`src/rtl/turbo_frame_ctrl_pkg.sv`:
```
// Shared types and constants for the turbo frame controller: FSM states,
// default frame geometry and the layout of the encoded output word.
package turbo_frame_ctrl_pkg;

    typedef enum logic [1:0] {
        ST_IDLE   = 2'd0,
        ST_FILL   = 2'd1,
        ST_ENCODE = 2'd2,
        ST_DONE   = 2'd3
    } state_t;

    localparam int DEF_FRAME_LEN  = 8;
    localparam int DEF_INTLV_MULT = 3;

    localparam int SYS_W  = 8;
    localparam int PAR_W  = 4;
    localparam int WORD_W = SYS_W + 2 * PAR_W;

    typedef struct packed {
        logic [SYS_W-1:0] systematic;
        logic [PAR_W-1:0] parity1;
        logic [PAR_W-1:0] parity2;
    } enc_word_t;

endpackage

```
`src/rtl/turbo_parity4.sv`:
```
// Combinational 4-bit overlapping-triplet parity over one byte.
module turbo_parity4
    import turbo_frame_ctrl_pkg::*;
(
    input  logic [SYS_W-1:0] data,
    output logic [PAR_W-1:0] parity
);

    assign parity[0] = data[0] ^ data[1] ^ data[2];
    assign parity[1] = data[2] ^ data[3] ^ data[4];
    assign parity[2] = data[4] ^ data[5] ^ data[6];
    assign parity[3] = data[6] ^ data[7] ^ data[0];

endmodule

```
`src/rtl/turbo_frame_ctrl.sv`:
```
// Frame buffer + FSM: collects FRAME_LEN bytes, then emits one encoded word
// per byte carrying natural-order and interleaved-order parity.
module turbo_frame_ctrl
    import turbo_frame_ctrl_pkg::*;
#(
    parameter int FRAME_LEN  = DEF_FRAME_LEN,
    parameter int INTLV_MULT = DEF_INTLV_MULT
) (
    input  logic              clk,
    input  logic              rst_n,
    input  logic [SYS_W-1:0]  in_data,
    input  logic              in_valid,
    output logic              in_ready,
    input  logic              abort,
    output logic [WORD_W-1:0] out_data,
    output logic              out_valid,
    input  logic              out_ready,
    output logic              busy,
    output logic              frame_done
);

    localparam int IDX_W = $clog2(FRAME_LEN);
    localparam logic [IDX_W-1:0] LAST_IDX = IDX_W'(FRAME_LEN - 1);
    // Multiplying in IDX_W bits gives the mod-FRAME_LEN wrap for free.
    localparam logic [IDX_W-1:0] MULT_W   = IDX_W'(INTLV_MULT);

    state_t           state_reg, state_next;
    logic [IDX_W-1:0] wr_idx_reg, wr_idx_next;
    logic [IDX_W-1:0] rd_idx_reg, rd_idx_next;
    logic [IDX_W-1:0] pi_idx;
    logic             wr_en;

    logic [SYS_W-1:0] frame_buf [FRAME_LEN];

    logic [SYS_W-1:0] par_in  [2];
    logic [PAR_W-1:0] par_out [2];
    enc_word_t        enc_word;

    assign pi_idx    = rd_idx_reg * MULT_W;
    assign par_in[0] = frame_buf[rd_idx_reg];
    assign par_in[1] = frame_buf[pi_idx];

    genvar gi;
    generate
        for (gi = 0; gi < 2; gi++) begin : g_parity
            turbo_parity4 u_parity (
                .data   (par_in[gi]),
                .parity (par_out[gi])
            );
        end
    endgenerate

    always_comb begin
        enc_word.systematic = par_in[0];
        enc_word.parity1    = par_out[0];
        enc_word.parity2    = par_out[1];
    end

    always_comb begin
        state_next  = state_reg;
        wr_idx_next = wr_idx_reg;
        rd_idx_next = rd_idx_reg;
        wr_en       = 1'b0;
        in_ready    = 1'b0;
        out_valid   = 1'b0;
        frame_done  = 1'b0;

        case (state_reg)
            ST_IDLE: begin
                in_ready = 1'b1;
                if (in_valid) begin
                    wr_en       = 1'b1;
                    wr_idx_next = wr_idx_reg + IDX_W'(1);
                    state_next  = ST_FILL;
                end
            end
            ST_FILL: begin
                in_ready = 1'b1;
                if (in_valid) begin
                    wr_en = 1'b1;
                    if (wr_idx_reg == LAST_IDX) begin
                        wr_idx_next = '0;
                        rd_idx_next = '0;
                        state_next  = ST_ENCODE;
                    end else begin
                        wr_idx_next = wr_idx_reg + IDX_W'(1);
                    end
                end
            end
            ST_ENCODE: begin
                out_valid = 1'b1;
                if (out_ready) begin
                    if (rd_idx_reg == LAST_IDX) begin
                        rd_idx_next = '0;
                        state_next  = ST_DONE;
                    end else begin
                        rd_idx_next = rd_idx_reg + IDX_W'(1);
                    end
                end
            end
            ST_DONE: begin
                frame_done = 1'b1;
                state_next = ST_IDLE;
            end
            default: begin
                state_next = ST_IDLE;
            end
        endcase

        // Abort overrides any handshake in the same cycle, including the
        // final output word, so DONE is never reached on an aborted frame.
        if (abort) begin
            wr_en       = 1'b0;
            wr_idx_next = '0;
            rd_idx_next = '0;
            state_next  = ST_IDLE;
        end
    end

    assign busy     = (state_reg != ST_IDLE);
    assign out_data = out_valid ? enc_word : '0;

    always_ff @(posedge clk or negedge rst_n) begin
        if (!rst_n) begin
            state_reg  <= ST_IDLE;
            wr_idx_reg <= '0;
            rd_idx_reg <= '0;
        end else begin
            state_reg  <= state_next;
            wr_idx_reg <= wr_idx_next;
            rd_idx_reg <= rd_idx_next;
        end
    end

    // Frame storage carries no reset; its contents are meaningless until refilled.
    always_ff @(posedge clk) begin
        if (wr_en) begin
            frame_buf[wr_idx_reg] <= in_data;
        end
    end

endmodule

```
`config.mk`:
```
export PLATFORM = sky130hd
export DESIGN_NAME = turbo_frame_ctrl
export DESIGN_NICKNAME = d
export VERILOG_FILES = /design/src/rtl/turbo_frame_ctrl_pkg.sv /design/src/rtl/turbo_parity4.sv /design/src/rtl/turbo_frame_ctrl.sv
export SDC_FILE = /design/constraint.sdc
export NUM_CORES = 1
export LEC_CHECK = 0
export CAP_MARGIN = 40
export CORE_AREA = 2 2 112 92
export CTS_BUF_LIST = sky130_fd_sc_hd__clkbuf_16
export CTS_CLUSTER_SIZE = 8
export DETAILED_ROUTE_END_ITERATION = 10
export DIE_AREA = 0 0 114 94
export HOLD_SLACK_MARGIN = 0.12
export PLACE_DENSITY = 0.55
export SLEW_MARGIN = 40
export SYNTH_ARGS = -nofsm -noshare
export SYNTH_HDL_FRONTEND = slang
export SYNTH_SLANG_ARGS = --single-unit
```
`constraint.sdc`:
```
create_clock -name clk -period 5.1 [get_ports clk]
set_clock_uncertainty 0.05 [all_clocks]
set_input_delay 1.02 -clock clk [delete_from_list [all_inputs] [get_ports clk]]
set_output_delay 1.02 -clock clk [all_outputs]
set_load 0.005 [all_outputs]
```
==> results of run 1 <==
-- area by class of cell --
| type | count | share of cell area |
|---|---|---|
| clock buffer | 9 | 0.0501 |
| clock inverter | 7 | 0.0120 |
| inverter | 8 | 0.00668 |
| multi-input combinational | 141 | 0.339 |
| sequential | 72 | 0.472 |
| tap | 119 | 0.0331 |
| timing repair buffer | 41 | 0.0863 |
-- cell families after synthesis --
| logic type | count (synthesis) | share of synthesized area |
|---|---|---|
| fa+ha+maj | 9 | 0.0299 |
| flops | 72 | 0.563 |
| xor+xnor | 23 | 0.0535 |
| simple gates | 40 | 0.0535 |
| mux | 54 | 0.239 |
| buf+inv | 18 | 0.0349 |
| compound gates | 15 | 0.0262 |
-- critical path, delay by kind of cell (launching register included) --
family    cells  cell delay (ns)
mux           3             1.16
buf+inv       2             0.94
flops         1             0.63
xor+xnor      1             0.32
-- how the worst max path moves through the flow --
stage | slack, ns | endpoint | from | cells past startpoint
2_1_floorplan | 2.11 | out_data[1] | rd_idx_reg[0] | 7
3_3_place_gp | 1.0 | out_data[6] | rd_idx_reg[0] | 6
3_5_place_dp | 0.97 | out_data[6] | rd_idx_reg[0] | 6
4_1_cts | 0.59 | out_data[6] | rd_idx_reg[0] | 6
5_1_grt | 0.44 | out_data[6] | rd_idx_reg[0] | 6
6_report | 0.62 | out_data[6] | rd_idx_reg[0] | 6
-- layer usage --
metal | vias to the layer above | track usage
li1 | 1003 | -
met1 | 1051 | 0.229
met5 | - | 0
met2 | 61 | 0.251
met3 | 10 | 0.0432
met4 | 0 | 0.0711
-- layout by cell type, fill, tap and decap left out, types with 8 or more instances in the layout --
cell type,instances
buf_4,9
clkbuf_16,9
clkdlybuf4s50_1,32
edfxtp_1,64
ha_1,9
inv_1,8
mux2_2,10
mux2i_1,18
mux4_1,8
mux4_2,17
nor2_1,11
xnor2_1,20
-- power breakdown --
| part | switching, mW | internal (mW) |
|---|---|---|
| registers | 0.0364 | 0.683 |
| logic | 0.302 | 0.334 |
| clock network | 0.246 | 0.333 |
==> metrics.md, run 1 <==
| Metric | Value |
|---|---|
| Post-layout min period | 4.48 ns |
| Final antenna-violating net count | 0 |
| Diodes inserted | 0 |
| First-pass GRT wire length | 12500 um |
| Fin nets | 295 |
| Crit-path max FO | 23 |
| Top Metal Used | met4 |
| Synthesized instance count | 231 |
| Placed cells | 381 |
| Most frequent cells after synthesis | 64 x edfxtp_1, 20 x xnor2_1, 18 x mux2i_1 |
| Number of port buffers | 32 |
| Register area share after synthesis | 0.563 |
| Met2 wire len | 3830 um |
| Wl on met1 | 3650 um |
| Yosys reg bits | 72 |
| Hold EP | wr_idx_reg[0] |
| Die span in x | 114 um |
| Worst hold path class | reg2reg |
| All-layer global routing usage | 0.167 |
| Ys async rst share | 0.111 |
| Pre-CTS setup slack | 0.972 ns |
| Final Slew Violations | 0 |
| Final core utilization | 0.472 |
| R2R depth | 6 |
| # IOs | 33 |
| HPWL after DPL | 5570 um |
| Initial core utilization | 0.395 |
| Startpoint of the lowest-slack hold path | wr_idx_reg[0] |
| Initial antenna violation count | 0 |
| Top cells by area, synth | edfxtp_1 51%, mux4_2 10%, mux4_1 5.6%, dfrtp_1 5.3%, mux2i_1 4.8% |
| Highest clock rate | 223 MHz |
| Clock transition at path regs | 0.05 ns |
| DP Area | 0.00422 mm2 |
| Vias in the first global route | 2081 |
| Die area | 0.0107 mm2 |
| Most common cell in the netlist | edfxtp_1 |
| Sequential Area | 0.00212 mm2 |
| Worst R2R Setup Slack | 2.65 ns |
| WL met3 | 474 um |
| CTS sink cnt | 72 |
| Hold-fix buffers, CTS | 0 |
| Post-synth EDFFs | 64 |
| Cell area after layout | 0.00449 mm2 |
| Largest register FFs | 64 |
| Area growth from synthesis to layout | 19.3% |
| DR vias | 2125 |
| Cts bufs inserted | 9 |
| Setup-failing EPs final | 0 |
| Synth area leader | edfxtp_1 |
| Postcts setup bufs | 0 |
| Worst setup SP type | flip-flop |
| Final hold vios | 0 |
| Setup_tns | 0 ns |
| Crit path cell chain | buf_4, mux4_1, mux2_2, xnor2_1, mux2i_1, clkdlybuf4s50_1 |
| Worst Hold Slack | 0.593 ns |
| Core footprint | 0.00953 mm2 |
| RSZ-0062 raised after global routing | no |
| Longest Clk Path Bufs | 2 |
| Reg-to-Reg Start | state_reg[1] |
| TritonCTS clock tree | done |
| WS Path Type | reg2out |
| CP required | 4.03 ns |
| FF-to-FF End | frame_buf[0][0] |
| Worst setup margin | 0.624 ns |
| Wirelength per Cell | 20.4 um |
| Worst slew margin | 0.498 |
| Final WL | 8080 um |
| Syn Area/Cell | 16.3 um2 |
| H-Tree Depth | 3 |
| CP max stage cell | dfrtp_2 |
| Routability cong. | 0.747 |
| Cell Count, Final, Fillers Out | 397 |
| Max-cap violation count | 0 |
| Clock Latency Late Sink | 0.33 ns |
| Clock root cell | clkbuf_16 |
| Worst-Margin Slew | 0.753 ns |
| Synthesized area | 0.00377 mm2 |
| Pwr Total | 1.93 mW |
| Largest net degree at the start of global routing | 24 |
| Power density over cell area | 430 mW/mm2 |
| Final worst path period share | 0.878 |
| Worst EP arrival | 3.41 ns |
| Fillers | 858 |
| Area of the multi-input gates | 0.00153 mm2 |
| Crit end category | output pin |
| Peak supply drop | 0.000155 V |
| Initial DRC Count | 136 |
| Slowest stage delay, CP | 0.63 ns |
| Total gr overflow | 0 |
| Initial DRT Pass Iterations | 4 |
| Number of library cell types mapped by synthesis | 37 |
| Synthesized net count | 253 |
| DRC violations left | 0 |
| Cells on Worst Hold Path | 2 |
| Rows | 32 |
| Die height | 94 um |
| Static Leak | 1.48 nW |
| Layout cells sized above 1 | 0.209 |
| Outcome | finished, final reports clean |
| Via/cell ratio | 5.35 |
| Dominant synthesized flop cell | edfxtp_1 |
| Share of the synthesized area in the top cell type | 0.510 |
| Post-CTS resize count | 0 |
| YS warnings | 0 |
Note: power is estimated with default switching activity, not from simulation.
==> run 2: changes to the inputs <==
Settings changed: GPL_ROUTABILITY_DRIVEN from default to 0.
==> results of run 2 <==
The final DEF is identical to that of run 1; final timing and power are the same.
==> run 3: changes to the inputs <==
Settings changed: SETUP_SLACK_MARGIN from default to 0.2.
==> results of run 3 <==
The final DEF is identical to that of run 1; final timing and power are the same.
==> edit 1 (settings of run 2) <==
Re-encode `state_t` (4 states) as Gray code, 2 bits wide.
--- a/src/rtl/turbo_frame_ctrl_pkg.sv
+++ b/src/rtl/turbo_frame_ctrl_pkg.sv
@@ -5,6 +5,6 @@
     typedef enum logic [1:0] {
-        ST_IDLE   = 2'd0,
-        ST_FILL   = 2'd1,
-        ST_ENCODE = 2'd2,
-        ST_DONE   = 2'd3
+        ST_IDLE   = 2'b00,
+        ST_FILL   = 2'b01,
+        ST_ENCODE = 2'b11,
+        ST_DONE   = 2'b10
     } state_t;
Behaviour: same outputs for any inputs over 10 cycles, from zero or initial values and one cycle with rst_n low; not proved beyond that.
==> edit 1 against run 2 <==
Critical path depth unchanged. Core utilization decreased by 0.76 points. Wire length decreased by 1.9%. Sequential cell count unchanged. Die area unchanged. Highest routed layer unchanged. Area after synthesis decreased by 3.4%. Setup slack improved by 0.21 ns. Final cell count decreased by 4.8%. Final area decreased by 1.6%.
Power is not compared: it rests on default switching activity, and its combinational part moved more than twofold at a synthesized area within 25%.
==> edit 1: results (changes against run 2) <==
<table>
<tr><th>Metric</th><th>Value</th></tr>
<tr><th colspan="2">Placed design</th></tr>
<tr><td>Detailed placement HPWL</td><td>5230 µm (-6.2%)</td></tr>
<tr><td>Cell area after placement</td><td>4080 µm² (-3.3%)</td></tr>
<tr><td>Post-Place Setup Slack</td><td>1.21 ns (+0.240 ns)</td></tr>
<tr><th colspan="2">Drt</th></tr>
<tr><td>DRT met1 WL</td><td>3910 µm (+7.3%)</td></tr>
<tr><td>Via count</td><td>2,021 (-4.9%)</td></tr>
<tr><td>1st-iter DRT viols</td><td>133 (-2.2%)</td></tr>
<tr><td>DR WL met2</td><td>3700 µm (-3.4%)</td></tr>
<tr><td>Wire length reported by the detailed router</td><td>7920 µm (-1.9%)</td></tr>
<tr><th colspan="2">Logic synthesis</th></tr>
<tr><td>Number of distinct library cells after synthesis</td><td>35 (-5.4%)</td></tr>
<tr><td>Synth cell count leaders</td><td>edfxtp_1 (64), mux4_2 (22), nor2_1 (16)</td></tr>
<tr><td>Register area share after synthesis</td><td>58.3% (+2.0 points)</td></tr>
<tr><td>Number of nets produced by synthesis</td><td>234 (-7.5%)</td></tr>
<tr><th colspan="2">Worst setup path</th></tr>
<tr><td>Cell with the largest stage delay on the worst path</td><td>ha_1</td></tr>
<tr><td>Maximum net fanout on the critical path</td><td>17 (-26%)</td></tr>
<tr><td>CP peak stage delay</td><td>0.82 ns (+0.19 ns)</td></tr>
<tr><td>Crit-path leading delay family</td><td>adder cells</td></tr>
<tr><td>Data arrival, critical path</td><td>3.20 ns (-0.21 ns)</td></tr>
<tr><th colspan="2">Global route</th></tr>
<tr><td>Vias in the first global route</td><td>2,001 (-3.8%)</td></tr>
<tr><td>Pin count of the biggest net entering global routing</td><td>19 (-21%)</td></tr>
<tr><td>GRT Total Usage</td><td>15.9% (-0.80 points)</td></tr>
<tr><th colspan="2">STA</th></tr>
<tr><td>Tightest Pin Transition</td><td>0.845 ns (+0.0917 ns)</td></tr>
<tr><th colspan="2">Status</th></tr>
<tr><td>Status</td><td>finished, final reports clean</td></tr>
<tr><th colspan="2">Job</th></tr>
<tr><td>Reported max-cap violation count</td><td>0 (unchanged)</td></tr>
<tr><th colspan="2">CTS</th></tr>
<tr><td>Cell at the root of the clock tree</td><td>clkbuf_16</td></tr>
<tr><th colspan="2">Finish</th></tr>
<tr><td>Share of layout cells above drive strength 1</td><td>22.4% (+1.5 points)</td></tr>
<tr><th colspan="2">Worst hold path</th></tr>
<tr><td>Worst min-delay path startpoint</td><td>wr_idx_reg[0]$_DFFE_PN0P_</td></tr>
</table>
edit 1: cell count changes in the layout (fill, tap and decap cells not counted), sizes merged, moves of 3 or more:
cell    before  now
inv         11    5
xnor2       20   14
xor2         3    9
ha           9    4
mux2i       18   13
nand2        6   11
buf          9    5
mux2        11    7
mux4        25   29
bufinv       0    3
nor2        13   16
edit 1: stage by stage:
| step | std cells | utilization [%] | hold WS (ns) |
|---|---|---|---|
| 6_report | 378 | 46.4 | 0.561 |
| 5_1_grt | 378 | 46.4 | 0.596 |
| 4_1_cts | 378 | 46.4 | 0.563 |
| 3_5_place_dp | 362 | 42.8 | 0.547 |
| 3_3_place_gp | 362 | 42.6 | 0.547 |
| 2_1_floorplan | 217 | - | 0.501 |
edit 1: final timing paths:
kind,endpoint,slack (ns),depth (start not counted)
setup / recovery,out_data[0],0.83,6
hold / removal,wr_idx_reg[0]$_DFFE_PN0P_,0.56,2
setup reg to reg,frame_buf[5][3]$_DFFE_PP_,3.03,3
hold reg to reg,wr_idx_reg[0]$_DFFE_PN0P_,0.56,2
max in group asynchronous,rd_idx_reg[0]$_DFFE_PN0P_,3.77,1
min in group asynchronous,wr_idx_reg[2]$_DFFE_PN0P_,0.93,1
edit 1: final cells by class:
cell class,instances,area share (%)
clock buffer,9,5.09
sequential,72,48.0
timing repair buffer,37,8.09
tap,119,3.37
multi-input combinational,131,32.5
inverter,3,0.255
clock inverter,7,2.72
edit 1: per-layer routing:
layer | vias to the layer above | GRT usage [%]
met5 | - | 0
met4 | 0 | 4.57
met3 | 6 | 3.74
met2 | 39 | 24.2
met1 | 1042 | 22.8
li1 | 934 | -
edit 1: cells by family (layout without fill, tap and decap cells):
logic type / count (synthesis) / after routing / synth area share (%)
simple gates: 45 / 45 / 5.88
mux: 49 / 49 / 24.5
fa+ha+maj: 4 / 4 / 1.37
compound gates: 10 / 10 / 1.51
xor+xnor: 23 / 23 / 5.74
flops: 72 / 72 / 58.3
buf+inv: 14 / 56 / 2.71
edit 1: worst register-to-register path, delay by kind of cell, from the launching register on:
| kind | cells | cell delay (ns) |
|---|---|---|
| flops | 1 | 0.43 |
| simple gates | 3 | 1.22 |
edit 1: power by group through the flow:
stage	Sequential [mW]	Clock (mW)	Combinational (mW)
floorplan	0.669	0	0.0333
global placement	0.670	0	0.0605
detailed placement	0.670	0	0.0616
CTS	0.658	0.736	0.0622
global route	0.659	0.754	0.0671
finish	0.658	0.722	0.0612
==> edit 2 (config.mk and constraints of run 2) <==
Without the edit above. Set the package constant `DEF_FRAME_LEN` to 4 (it was 8).
--- a/src/rtl/turbo_frame_ctrl_pkg.sv
+++ b/src/rtl/turbo_frame_ctrl_pkg.sv
@@ -11,3 +11,3 @@
 
-    localparam int DEF_FRAME_LEN  = 8;
+    localparam int DEF_FRAME_LEN  = 4;
     localparam int DEF_INTLV_MULT = 3;
Check against the original RTL: not equivalent (a bounded check fails within 10 cycles, from zero or initial values and one cycle with rst_n low).
==> edit 2 against run 2 <==
Combinational power shrank 44%. Area after synthesis down 44%. Die area did not move. Setup slack gained 0.61 ns. Wire length decreased by 53%. Highest routed layer unchanged. Global-route usage fell by 9.0 points. Total power is 47% lower. Sequential share of layout area fell by 5.6 points. Final cell count shrank 26%. Sequential cell count shrank 34. Register-to-register slack better by 0.37 ns. Final area fell by 41%.
==> edit 2: results (changes against run 2) <==
<table>
<tr><th>Metric</th><th>Value</th></tr>
<tr><th colspan="2">Logic synthesis</th></tr>
<tr><td>Number of distinct library cells after synthesis</td><td>26 (-30%)</td></tr>
<tr><td>EDFF count, synth</td><td>32 (-50%)</td></tr>
<tr><td>Post-synthesis xor/xnor area fraction</td><td>4.59% (-0.75 points)</td></tr>
<tr><td>Multiplexer share of the synthesized area</td><td>20.9% (-3.0 points)</td></tr>
<tr><td>Synthesized-area fraction occupied by ao, oa, aoi and oai cells</td><td>3.16% (+0.54 points)</td></tr>
<tr><td>Biggest area contributors in the synthesized netlist</td><td>edfxtp_1 (46%), mux4_2 (12%), dfrtp_1 (7.2%)</td></tr>
<tr><td>Number of instances in the synthesized netlist</td><td>138 (-40%)</td></tr>
<tr><td>Synth cell count leaders</td><td>edfxtp_1 (32), and2_1 (13), mux4_2 (11)</td></tr>
<tr><td>Adder and majority cell fraction of the synthesized area</td><td>5.96% (+3.0 points)</td></tr>
<tr><th colspan="2">CTS</th></tr>
<tr><td>Number of clock buffers inserted by TritonCTS</td><td>5 (-4)</td></tr>
<tr><td>H-tree lvl count</td><td>2 (-1)</td></tr>
<tr><th colspan="2">Finish</th></tr>
<tr><td>Cell Count, Final, Fillers Out</td><td>293 (-26%)</td></tr>
<tr><td>Share of layout cells above drive strength 1</td><td>11.5% (-9.4 points)</td></tr>
<tr><td>Count of nets after finishing</td><td>196 (-34%)</td></tr>
<tr><th colspan="2">Placed design</th></tr>
<tr><td>Cell area after placement</td><td>2530 µm² (-40%)</td></tr>
<tr><td>Detailed placement HPWL</td><td>2990 µm (-46%)</td></tr>
<tr><td>Cell Count Post-Placement</td><td>285 (-25%)</td></tr>
<tr><th colspan="2">STA</th></tr>
<tr><td>Tightest Pin Transition</td><td>0.573 ns (-0.181 ns)</td></tr>
<tr><th colspan="2">Worst setup path</th></tr>
<tr><td>Cell with the largest stage delay on the worst path</td><td>ha_1</td></tr>
<tr><td>Maximum net fanout on the critical path</td><td>19 (-17%)</td></tr>
<tr><td>Crit path capture</td><td>out_data[1]</td></tr>
<tr><td>Terminus of the critical flop-to-flop path</td><td>frame_buf[0][3]$_DFFE_PP_</td></tr>
<tr><th colspan="2">Power and ir drop</th></tr>
<tr><td>Maximum resistive drop on vdd</td><td>0.000113 V (-27%)</td></tr>
<tr><th colspan="2">Worst hold path</th></tr>
<tr><td>End of the worst hold path</td><td>wr_idx_reg[1]$_DFFE_PN0P_</td></tr>
<tr><th colspan="2">Drt</th></tr>
<tr><td>Via count</td><td>1,204 (-43%)</td></tr>
<tr><td>Wire length reported by the detailed router</td><td>3810 µm (-53%)</td></tr>
<tr><th colspan="2">Status</th></tr>
<tr><td>Status</td><td>finished, final reports clean</td></tr>
</table>
## edit 2: area by class of cell
class | instances | area share, %
Clock buffer | 5 | 4.69
Tap cell | 119 | 5.58
Timing Repair Buffer | 33 | 12.3
Inverter | 6 | 0.843
Clock inverter | 3 | 0.469
Multi-Input combinational cell | 89 | 34.5
Sequential cell | 38 | 41.6
## edit 2: where the power goes
part           internal [mW]  switching, mW  total (mW)
registers              0.368         0.0186       0.386
clock network          0.176          0.105       0.281
logic                  0.199          0.157       0.355
## edit 2: cells by family (layout without fill, tap and decap cells)
group	after synthesis	in the layout
xor+xnor	11	11
buf+inv	11	47
fa+ha+maj	10	10
mux	22	22
flops	38	38
compound gates	9	9
simple gates	37	37
## edit 2: per-layer routing
layer / wire [µm] / global-route usage (%)
met5: 0 / 0
met4: 64 / 2.74
met3: 223 / 2.39
met2: 1630 / 10.9
met1: 1890 / 11.0
